## config.mk

```make
export PLATFORM = sky130hd
export DESIGN_NAME = mux4_rr_arbiter
export DESIGN_NICKNAME = d
export VERILOG_FILES = /design/src/rtl/mux4_rr_arbiter.sv
export SDC_FILE = /design/constraint.sdc
export NUM_CORES = 1
export LEC_CHECK = 0
export ABC_AREA = 1
export CAP_MARGIN = 5
export CORE_ASPECT_RATIO = 1.25
export CORE_MARGIN = 8
export CORE_UTILIZATION = 50
export CTS_CLUSTER_DIAMETER = 120
export CTS_CLUSTER_SIZE = 20
export DETAILED_ROUTE_END_ITERATION = 10
export PLACE_DENSITY = 0.74
export SYNTH_ARGS = -nofsm -noshare
export SYNTH_HDL_FRONTEND = slang
export SYNTH_SLANG_ARGS = --single-unit
```

## constraint.sdc

```tcl
create_clock -name clk -period 1.8 [get_ports clk]
set_input_delay 0.36 -clock clk [delete_from_list [all_inputs] [get_ports clk]]
set_output_delay 0.36 -clock clk [all_outputs]
set_load 0.05 [all_outputs]
```

## src/rtl/mux4_rr_arbiter.sv

```systemverilog
// Round-robin arbiter for a shared 4-input mux: registered one-hot grant, mux select and busy,
// with a bounded hold time so a continuously requesting owner cannot starve the others.
module mux4_rr_arbiter #(
    parameter int MAX_HOLD = 4,
    parameter int CNT_W    = 4
) (
    input  logic       clk,
    input  logic       rst,
    input  logic [3:0] req,
    output logic [3:0] grant,
    output logic [1:0] sel,
    output logic       busy
);

    typedef enum logic {
        IDLE  = 1'b0,
        GRANT = 1'b1
    } state_t;

    localparam logic [CNT_W-1:0] HOLD_MAX_C = CNT_W'(MAX_HOLD);
    localparam logic [CNT_W-1:0] HOLD_ONE_C = {{(CNT_W-1){1'b0}}, 1'b1};

    state_t           state_r, state_s;
    logic [1:0]       last_r, last_s;
    logic [CNT_W-1:0] hold_cnt_r, hold_cnt_s;
    logic [3:0]       grant_s;
    logic [1:0]       sel_s;
    logic             busy_s;
    logic [3:0]       owner_mask_s;
    logic [3:0]       others_s;
    logic             owner_req_s;
    logic [2:0]       pick_idle_s;
    logic [2:0]       pick_rot_s;

    // Returns {found, index} of the first set bit of mask searching base+1, base+2, base+3, base.
    function automatic logic [2:0] rr_pick(input logic [3:0] mask, input logic [1:0] base);
        logic [2:0] res;
        logic [1:0] idx;
        res = 3'b000;
        for (int k = 4; k >= 1; k--) begin
            idx = base + 2'(k);
            if (mask[idx]) begin
                res = {1'b1, idx};
            end else begin
                res = res;
            end
        end
        return res;
    endfunction

    assign owner_mask_s = 4'b0001 << sel;
    assign others_s     = req & ~owner_mask_s;
    assign owner_req_s  = |(req & owner_mask_s);
    assign pick_idle_s  = rr_pick(req, last_r);
    assign pick_rot_s   = rr_pick(others_s, sel);

    // Next-state and next-output decision; the owner is always the current sel value.
    always_comb begin
        state_s    = state_r;
        last_s     = last_r;
        hold_cnt_s = hold_cnt_r;
        grant_s    = grant;
        sel_s      = sel;
        busy_s     = busy;
        case (state_r)
            IDLE: begin
                if (pick_idle_s[2]) begin
                    state_s    = GRANT;
                    grant_s    = 4'b0001 << pick_idle_s[1:0];
                    sel_s      = pick_idle_s[1:0];
                    busy_s     = 1'b1;
                    hold_cnt_s = HOLD_ONE_C;
                end else begin
                    grant_s = 4'b0000;
                    busy_s  = 1'b0;
                end
            end
            GRANT: begin
                if (!owner_req_s || ((hold_cnt_r == HOLD_MAX_C) && pick_rot_s[2])) begin
                    // Owner released or used up its hold budget under contention.
                    last_s = sel;
                    if (pick_rot_s[2]) begin
                        grant_s    = 4'b0001 << pick_rot_s[1:0];
                        sel_s      = pick_rot_s[1:0];
                        busy_s     = 1'b1;
                        hold_cnt_s = HOLD_ONE_C;
                    end else begin
                        state_s = IDLE;
                        grant_s = 4'b0000;
                        busy_s  = 1'b0;
                    end
                end else if (hold_cnt_r == HOLD_MAX_C) begin
                    hold_cnt_s = HOLD_MAX_C;
                end else begin
                    hold_cnt_s = hold_cnt_r + HOLD_ONE_C;
                end
            end
            default: begin
                state_s    = IDLE;
                grant_s    = 4'b0000;
                busy_s     = 1'b0;
                hold_cnt_s = {CNT_W{1'b0}};
            end
        endcase
    end

    // State and output registers.
    always_ff @(posedge clk or posedge rst) begin
        if (rst) begin
            state_r    <= IDLE;
            last_r     <= 2'd3;
            hold_cnt_r <= {CNT_W{1'b0}};
            grant      <= 4'b0000;
            sel        <= 2'b00;
            busy       <= 1'b0;
        end else begin
            state_r    <= state_s;
            last_r     <= last_s;
            hold_cnt_r <= hold_cnt_s;
            grant      <= grant_s;
            sel        <= sel_s;
            busy       <= busy_s;
        end
    end

endmodule

```

==> run metrics, run 1 <==
outcome=complete, but fails checks; failing checks=negative setup slack; relative slew slack=approximately 63%; DR pass1 iterations=4; Post-DP Area=approximately 1500 um2; Net Count, Synth=210; core area=about 2400 um2; clk slew on worst S/H paths=around 0.090 ns; minimum clock period=roughly 1.9 ns; Worst Hold Class=primary input to async pin; Die Span Y=~72 um; Bufs on Longest Clock Path=2; Worst Setup End Kind=flop; number of antenna diodes=0; fin. max-slew vios=0; GRT Util Overall=around 14%; setup TNS=-0.0943 ns; Initial Util=between 50% and 60%; die width=between 60 and 70 um; yosys warns=0; Final HPWL DP=between 2000 and 2500 um; clk sinks=14; Residual DRC=0; antenna-violating nets left=0; CTS buffer count=3; Rows=20; final net count=239; htree depth=1; Cell Area, Synth=~1300 um2; kind of critical path=flop to flop; via count=around 1,300; GR Overflow Total=0; Iteration-0 DRC Markers=45; layout cells sized above 1=between 30% and 40%; synthesized area per cell=6.35 um2; number of distinct library cells after synthesis=25; pre-CTS setup slack=-0.263 ns; largest net degree at the start of global routing=15; Fillers=around 210; critical path fanouts, max=6; routability cong.=0.900; die outline area=4390 um2; Tcrit/Tclk final=103%; Critical Path RT=slightly below 2 ns; vias in the first global route=1,223; total of max-cap violations=0; CTS tree=built; Fmax=0.540 GHz; first-pass GRT wire length=~5000 um; final clock skew=roughly 0.0048 ns; Ports=13; RSZ-0062 raised after global routing=true; synthesis-to-layout area growth=37.5%; Routed WL=a little over 3000 um; WL/cell=11.7 um; synthesized instance count=~200; R2R setup slack=-0.05 ns; Startpoint Class=flop; sequential area share after synthesis=28.1%; Critical Path AT=2.04 ns; Slew @ Worst Pin=~0.56 ns; Fin. Hold Viols=0; initial antenna violation count=0; DR vias/cell=around 5.1; Worst-Skew Late Latency=0.28 ns; flops & latches, synth=14; worst setup margin=-0.0526 ns; input/output buffers=12; CTS Root Cell=clkbuf_4; endpoints failing setup=4; final instance area=1730 um2
[metrics by stage]
stage                     util, %  cells  hold slack, ns
after CTS                    67.0    255           0.426
after global routing         72.0    259           0.478
after floorplan                 -    198           0.248
final                        72.0    259           0.416
after global placement       63.9    248           0.464
after detailed placement     63.9    248           0.473
[cell families after synthesis]
logic type / after synthesis / synth area share, %
AO/OA/AOI/OAI: 14 / 6.07
XOR/XNOR: 1 / 0.697
adder cells (fa/ha/maj): 6 / 5.97
buffers and inverters: 30 / 9.15
flip-flops: 14 / 28.1
AND/OR/NAND/NOR: 133 / 50.1
[worst paths after layout]
check	depth (start not counted)	from	to
max	12	sel[0]$_DFFE_PP0P_	hold_cnt_r[3]$_DFFE_PP0P_
min	2	rst	grant[2]$_DFFE_PP0P_
max reg2reg	12	sel[0]$_DFFE_PP0P_	hold_cnt_r[3]$_DFFE_PP0P_
min reg2reg	2	grant[0]$_DFFE_PP0P_	grant[0]$_DFFE_PP0P_
max in group asynchronous	2	rst	sel[0]$_DFFE_PP0P_
min in group clk	2	grant[0]$_DFFE_PP0P_	grant[0]$_DFFE_PP0P_
[critical path, cell delays in order, from the launching register on]
cell and delay [ns]:
dfrtp_4 0.56, inv_8 0.10, ha_4 0.14, inv_4 0.04, nand3_2 0.07, nand2_2 0.10, nor2_4 0.13, nand2_4 0.08
nor2_4 0.19, buf_4 0.15, nor3_2 0.04, o21ai_2 0.12, nor2_2 0.04
[metal layers]
metal	up-vias	GRT usage, %	wire, um
li1	672	-	-
met1	606	16.1	1190
met2	38	26.4	1690
met3	10	2.30	124
met4	0	3.64	35
met5	-	0	0
[synthesized netlist by cell type (all sizes together)]
cell type / instances / area [um2]
nor3: 1 / 5.00
nand2: 95 / 389
clkbuf: 1 / 3.75
inv: 27 / 101
o21a: 1 / 7.51
nand3: 23 / 130
ha: 6 / 75.1
dfrtp: 12 / 300
nand3b: 1 / 7.51
clkinv: 1 / 5.00
o21ai: 12 / 63.8
nor2: 13 / 97.6
a21oi: 1 / 5.00
xor2: 1 / 8.76
dfstp: 2 / 52.6
buf: 1 / 5.00
[repair_timing]
| item | 4_1_cts | 5_1_grt |
|---|---|---|
| cloned | 0 | 0 |
| hold buffers | 0 | 0 |
| pin swaps | 8 | 16 |
| buffers inserted | 3 | 4 |
| setup endpoints to repair | 8 | 11 |
| gates resized for setup | 7 | 31 |
[cells in the final DEF (no fill, tap or decap), types with 5 or more instances in the layout]
master	Yosys	routed
nand2_1	88	75
inv_1	26	19
buf_4	0	19
nand2_2	4	14
nand3_1	20	14
dfrtp_1	12	10
nand3_2	3	7
nand2_4	3	6
o21ai_1	4	6
nor2_1	7	5
[state kept, by name (all words and copies together) (netlist names)]
signal,cells
state_r,1
busy,1
grant,4
sel,2
hold_cnt_r,4
last_r,2
[area by class of cell]
class / count / area [um2] / area share, %
Inverter: 28 / 124 / 7.16
Multi-Input combinational cell: 154 / 946 / 54.7
Tap cell: 33 / 41.3 / 2.39
Clock buffer: 4 / 26.3 / 1.52
Timing Repair Buffer: 26 / 234 / 13.5
Sequential cell: 14 / 358 / 20.7
Power of run 1 is not shown: default switching activity piles up to over one toggle a cycle in this logic, so the estimate is an artifact.
==> run 2, diff against run 1 <==
--- a/config.mk
+++ b/config.mk
@@ -7,7 +7,6 @@
 export LEC_CHECK = 0
 export ABC_AREA = 1
 export CAP_MARGIN = 5
-export CORE_ASPECT_RATIO = 1.25
 export CORE_MARGIN = 8
 export CORE_UTILIZATION = 50
 export CTS_CLUSTER_DIAMETER = 120
==> run 2 against run 1 <==
Against the previous run: the run still ends with negative setup slack left; via count fell by 0.23%; first-iteration DRC count rose by 93%; final cell count grew 0.39%; largest cell class unchanged.
==> run metrics, run 2 (synthesized netlist as in run 1, its figures left out) <==
outcome=complete, but fails checks; failing checks=negative setup slack; total of max-cap violations=0 (unchanged); GR Overflow Total=0 (unchanged); clk slew on worst S/H paths=0.09 ns (about the same); endpoints failing setup=11 (+7); RSZ-0062 raised after global routing=true; Critical Path RT=1.98 ns (about the same); layout cells sized above 1=33.0% (-2.8 points); Post-DP Area=1520 um2 (-0.73%); final clock skew=0.00447 ns (-0.000305 ns); Fin. Hold Viols=0 (unchanged); Crit path largest cell delay=0.56 ns (about the same); routability cong.=0.964 (+7.1%); number of antenna diodes=0 (unchanged); CP most frequent cell=nand2_4; WL/cell=12.6 um (+7.6%); relative slew slack=63.2% (+0.43 points); CTS tree=built; fin. max-slew vios=0 (unchanged); Ports=13 (unchanged); register area=358 um2 (unchanged); via count=1,323 (-0.23%); Core Util, Final=72.1% (+0.14 points); Iteration-0 DRC Markers=87 (+93%); area of the multi-input gates=951 um2 (+0.53%); htree depth=1 (unchanged); largest net degree at the start of global routing=15 (unchanged); kind of critical path=flop to flop; first-pass GRT wire length=5530 um (+11%); synthesis-to-layout area growth=39.5%; antenna-violating nets left=0 (unchanged); final instance area=1750 um2 (+1.4%); Fmax=0.539 GHz (about the same); DR pass1 iterations=4 (unchanged); Rows=18 (-10%); DR vias/cell=5.09 (-0.61%); R2R Path Start=sel[0]$_DFFE_PP0P_; critical path cell sequence=ha_4 > inv_2 > nand3_2 > nand2_4 > nor2_4 > nand2_4 > nand2_4 > nand2_4 > nor2_8 > nor2_4 > clkinv_2 > o21ai_2 > nor2_2; final net count=243 (+1.7%); Die Span Y=66.2 um (-8.2%); Final HPWL DP=2410 um (+4.3%); input/output buffers=12 (unchanged); Worst-Skew Late Latency=0.28 ns (about the same); GRT Util Overall=15.6% (+1.3 points); Worst Hold Class=primary input to async pin; Initial Util=51.7% (-0.65 points); die outline area=4380 um2 (-0.23%); commonest non-fill, non-tap cells in the layout=81 x nand2_1, 22 x buf_4, 20 x inv_1; initial antenna violation count=0 (unchanged); Tcrit/Tclk final=103% (about the same); Hold WS=0.422 ns (+0.00600 ns); worst-case reg-to-reg path depth=13 (+1); vias in the first global route=1,352 (+11%); leading cell type in the layout, fill and taps excluded=nand2_1; Routed WL=3280 um (+8.0%); R2R setup slack=-0.05 ns (about the same); Worst Setup End Kind=flop; Bufs on Longest Clock Path=2 (unchanged); CTS Root Cell=clkbuf_4; die width=66.2 um (+8.7%); Slew @ Worst Pin=0.551 ns (-0.00637 ns); Critical Path AT=2.04 ns (about the same); clk sinks=14 (unchanged); CTS buffer count=3 (unchanged); Fillers=184 (-14%); minimum clock period=1.85 ns (+0.00108 ns); reg-to-reg endpoint=hold_cnt_r[3]$_DFFE_PP0P_; worst setup margin=-0.0536 ns (-0.00108 ns); Residual DRC=0 (unchanged); critical path fanouts, max=6 (unchanged); Startpoint Class=flop; largest registers=grant x4, hold_cnt_r x4; core area=2430 um2 (+1.3%); slowest stage cell, crit path=dfrtp_4
## run 2: cell count changes in the layout (fill, tap and decap cells not counted), moves of 2 or more
cell / delta
buf_4: +3
clkdlybuf4s50_1: +3
dlymetal6s2s_1: -3
nand2_1: +6
nand2_2: -7
nand3_2: -2
nand3_4: +2
## run 2: metrics by stage
stage | TNS [ns] | setup WS [ns] | instances
2_1_floorplan | -0.112 | -0.0356 | 198
3_3_place_gp | -1.49 | -0.210 | 244
3_5_place_dp | -1.85 | -0.242 | 244
4_1_cts | -0.00256 | -0.00182 | 255
5_1_grt | -1.60 | -0.160 | 260
6_report | -0.319 | -0.0536 | 260
## run 2: routing by layer
metal	GRT usage [%]	up-vias	wire length [um]
met5	0	-	0
met1	17.8	616	1380
li1	-	676	-
met4	2.40	0	0
met2	28.2	31	1730
met3	4.58	0	163
## run 2: worst max-delay path, delay by kind of cell (launching register included)
family                   cells  cell delay (ns)
flip-flops                   1             0.56
adder cells (fa/ha/maj)      1             0.19
AND/OR/NAND/NOR              9             0.79
buffers and inverters        2             0.15
AO/OA/AOI/OAI                1             0.06
## run 2: worst max path at each step
stage	start	end	depth (start not counted)
floorplan	sel[0]$_DFFE_PP0P_	hold_cnt_r[3]$_DFFE_PP0P_	13
global placement	req[0]	grant[2]$_DFFE_PP0P_	11
detailed placement	req[0]	grant[2]$_DFFE_PP0P_	11
CTS	sel[0]$_DFFE_PP0P_	hold_cnt_r[0]$_DFFE_PP0P_	13
global route	sel[0]$_DFFE_PP0P_	hold_cnt_r[0]$_DFFE_PP0P_	13
finish	sel[0]$_DFFE_PP0P_	hold_cnt_r[3]$_DFFE_PP0P_	13
## run 2: layout make-up
cell class / count / area share (%)
Timing Repair Buffer: 30 / 14.8
Tap cell: 30 / 2.14
Inverter: 28 / 6.92
Sequential cell: 14 / 20.4
Multi-Input combinational cell: 154 / 54.2
Clock buffer: 4 / 1.50
## run 2: timing repair
action	CTS	global route
gates resized for setup	13	16
endpoints found under the setup margin	9	12
pin swaps	17	12
buffers inserted	7	5
hold buffers	0	0
Power of run 2 is left out for the same reason.
==> run 3, diff against run 2 <==
--- a/config.mk
+++ b/config.mk
@@ -12,7 +12,7 @@
 export CTS_CLUSTER_DIAMETER = 120
 export CTS_CLUSTER_SIZE = 20
 export DETAILED_ROUTE_END_ITERATION = 10
-export PLACE_DENSITY = 0.74
+export PLACE_DENSITY = 0.8
 export SYNTH_ARGS = -nofsm -noshare
 export SYNTH_HDL_FRONTEND = slang
 export SYNTH_SLANG_ARGS = --single-unit
==> constraint.sdc (replaced) <==
create_clock -name clk -period 1.6 [get_ports clk]
set_input_delay 0.32 -clock clk [delete_from_list [all_inputs] [get_ports clk]]
set_output_delay 0.32 -clock clk [all_outputs]
set_load 0.05 [all_outputs]
==> run 3 against run 2 <==
Against the previous run: the run still ends with negative setup slack left; highest routed layer is now met4; worst hold slack worse by 0.044 ns; final area up 3.1%; maximum frequency up 0.42%; flip-flop and latch count unchanged; setup slack worse by 0.19 ns; die area unchanged.
==> run metrics, run 3 (synthesized netlist as in run 1, its figures left out) <==
commonest non-fill, non-tap cells in the layout=76 x nand2_1, 20 x buf_4, 18 x inv_1; Post-DP Area=1600 um2 (+5.1%); largest net degree at the start of global routing=15 (unchanged); Worst Hold Class=primary input to async pin; Fmax=0.542 GHz (+0.42%); CTS tree=built; final clock skew=0.00635 ns (+0.00188 ns); GR Layer Usage met3=4.41% (-0.17 points); layout cells sized above 1=37.7% (+4.6 points); Fin. Hold Viols=0 (unchanged); relative slew slack=63.1% (-0.15 points); Bufs on Longest Clock Path=2 (unchanged); largest registers=grant x4, hold_cnt_r x4; first-pass GRT wire length=5380 um (-2.7%); leading cell type in the layout, fill and taps excluded=nand2_1; Worst-Skew Late Latency=0.29 ns (about the same); synthesis-to-layout area growth=43.9%; total of max-cap violations=0 (unchanged); critical path cell sequence=inv_8 > ha_4 > inv_4 > o21ai_1 > a21oi_1 > nand2_2 > nor2_4 > buf_4 > nor2_4 > clkinv_2 > o21ai_2 > nor2_2; failing checks=negative setup slack; Routed WL=3390 um (+3.3%); Iteration-0 DRC Markers=90 (+3.4%); hold-fix buffers at CTS=0 (unchanged); DR pass1 iterations=4 (unchanged); Critical Path RT=1.79 ns (-0.19 ns); routability cong.=0.977 (+1.3%); Ports=13 (unchanged); core area=2430 um2 (unchanged); gr busiest metal=met2; die width=66.2 um (unchanged); fin. max-slew vios=0 (unchanged); Rows=18 (unchanged); worst setup margin=-0.246 ns (-0.192 ns); outcome=complete, but fails checks; GR Overflow Total=0 (unchanged); antenna-violating nets left=0 (unchanged); slowest stage cell, crit path=dfrtp_4; Final HPWL DP=2450 um (+1.8%); critical path fanouts, max=6 (unchanged); clk sinks=14 (unchanged); WL/cell=13.0 um (+2.9%); Worst Setup End Kind=flop; CTS buffer count=3 (unchanged); CP most frequent cell=nor2_4; met2 Usage GRT=28.8% (+0.60 points); number of antenna diodes=0 (unchanged); CP bufs+invs=4 (+2); final instance area=1810 um2 (+3.1%); DR vias/cell=5.26 (+3.3%); Residual DRC=0 (unchanged); CTS Root Cell=clkbuf_4; Top Family by Delay on Critical Path=flip-flops; Die Span Y=66.2 um (unchanged); RSZ-0062 raised after global routing=true; clk slew on worst S/H paths=0.09 ns (about the same); met1 usage=16.1% (-1.7 points); endpoints failing setup=14 (+3); Slew @ Worst Pin=0.553 ns (+0.00224 ns); htree depth=1 (unchanged); die outline area=4380 um2 (unchanged); Startpoint Class=flop; final net count=244 (+0.41%); vias in the first global route=1,291 (-4.5%); Tcrit/Tclk final=115% (+12 points); GRT Util Overall=15.6% (+0.042 points); Initial Util=51.7% (unchanged); initial antenna violation count=0 (unchanged); Critical Path AT=2.03 ns (about the same); input/output buffers=12 (unchanged); kind of critical path=flop to flop; minimum clock period=1.85 ns (-0.00775 ns); via count=1,372 (+3.7%); Crit path largest cell delay=0.56 ns (about the same)
## run 3: routing by layer
| metal | vias up | wire, um |
|---|---|---|
| met4 | 0 | 99 |
| met5 | - | 0 |
| met3 | 15 | 156 |
| met1 | 628 | 1390 |
| met2 | 49 | 1740 |
| li1 | 680 | - |
## run 3: per-stage QoR
stage | worst slack [ns] | cells | util [%] | hold slack [ns] | TNS, ns
finish | -0.246 | 261 | 74.4 | 0.378 | -2.50
global route | -0.306 | 261 | 74.4 | 0.415 | -3.55
detailed placement | -0.415 | 251 | 65.8 | 0.471 | -4.34
global placement | -0.372 | 251 | 65.8 | 0.465 | -3.67
floorplan | -0.236 | 198 | - | 0.208 | -2.26
CTS | -0.216 | 260 | 71.7 | 0.375 | -2.40
## run 3: worst paths after layout
path | from | to | slack, ns | depth (start not counted)
min in group clk | grant[0]$_DFFE_PP0P_ | grant[0]$_DFFE_PP0P_ | 0.49 | 2
worst min-delay path | rst | grant[2]$_DFFE_PP0P_ | 0.38 | 2
worst min register to register | grant[0]$_DFFE_PP0P_ | grant[0]$_DFFE_PP0P_ | 0.49 | 2
max in group asynchronous | rst | sel[0]$_DFFE_PP0P_ | 0.81 | 2
worst max-delay path | sel[0]$_DFFE_PP0P_ | hold_cnt_r[3]$_DFFE_PP0P_ | -0.25 | 12
worst max register to register | sel[0]$_DFFE_PP0P_ | hold_cnt_r[3]$_DFFE_PP0P_ | -0.25 | 12
## run 3: area by class of cell
cell class	instances	area (um2)
clock buffer	4	36.3
fill	187	623
inverter	28	121
multi-input combinational	154	953
sequential	14	358
tap	30	37.5
timing repair buffer	31	303
## run 3: repair_timing
| item | 4_1_cts | 5_1_grt |
|---|---|---|
| cloned | 0 | 0 |
| setup endpoints to repair | 14 | 14 |
| pin swaps | 15 | 9 |
| setup buffers | 5 | 1 |
| gates resized for setup | 19 | 18 |
Power of run 3 is left out for the same reason.
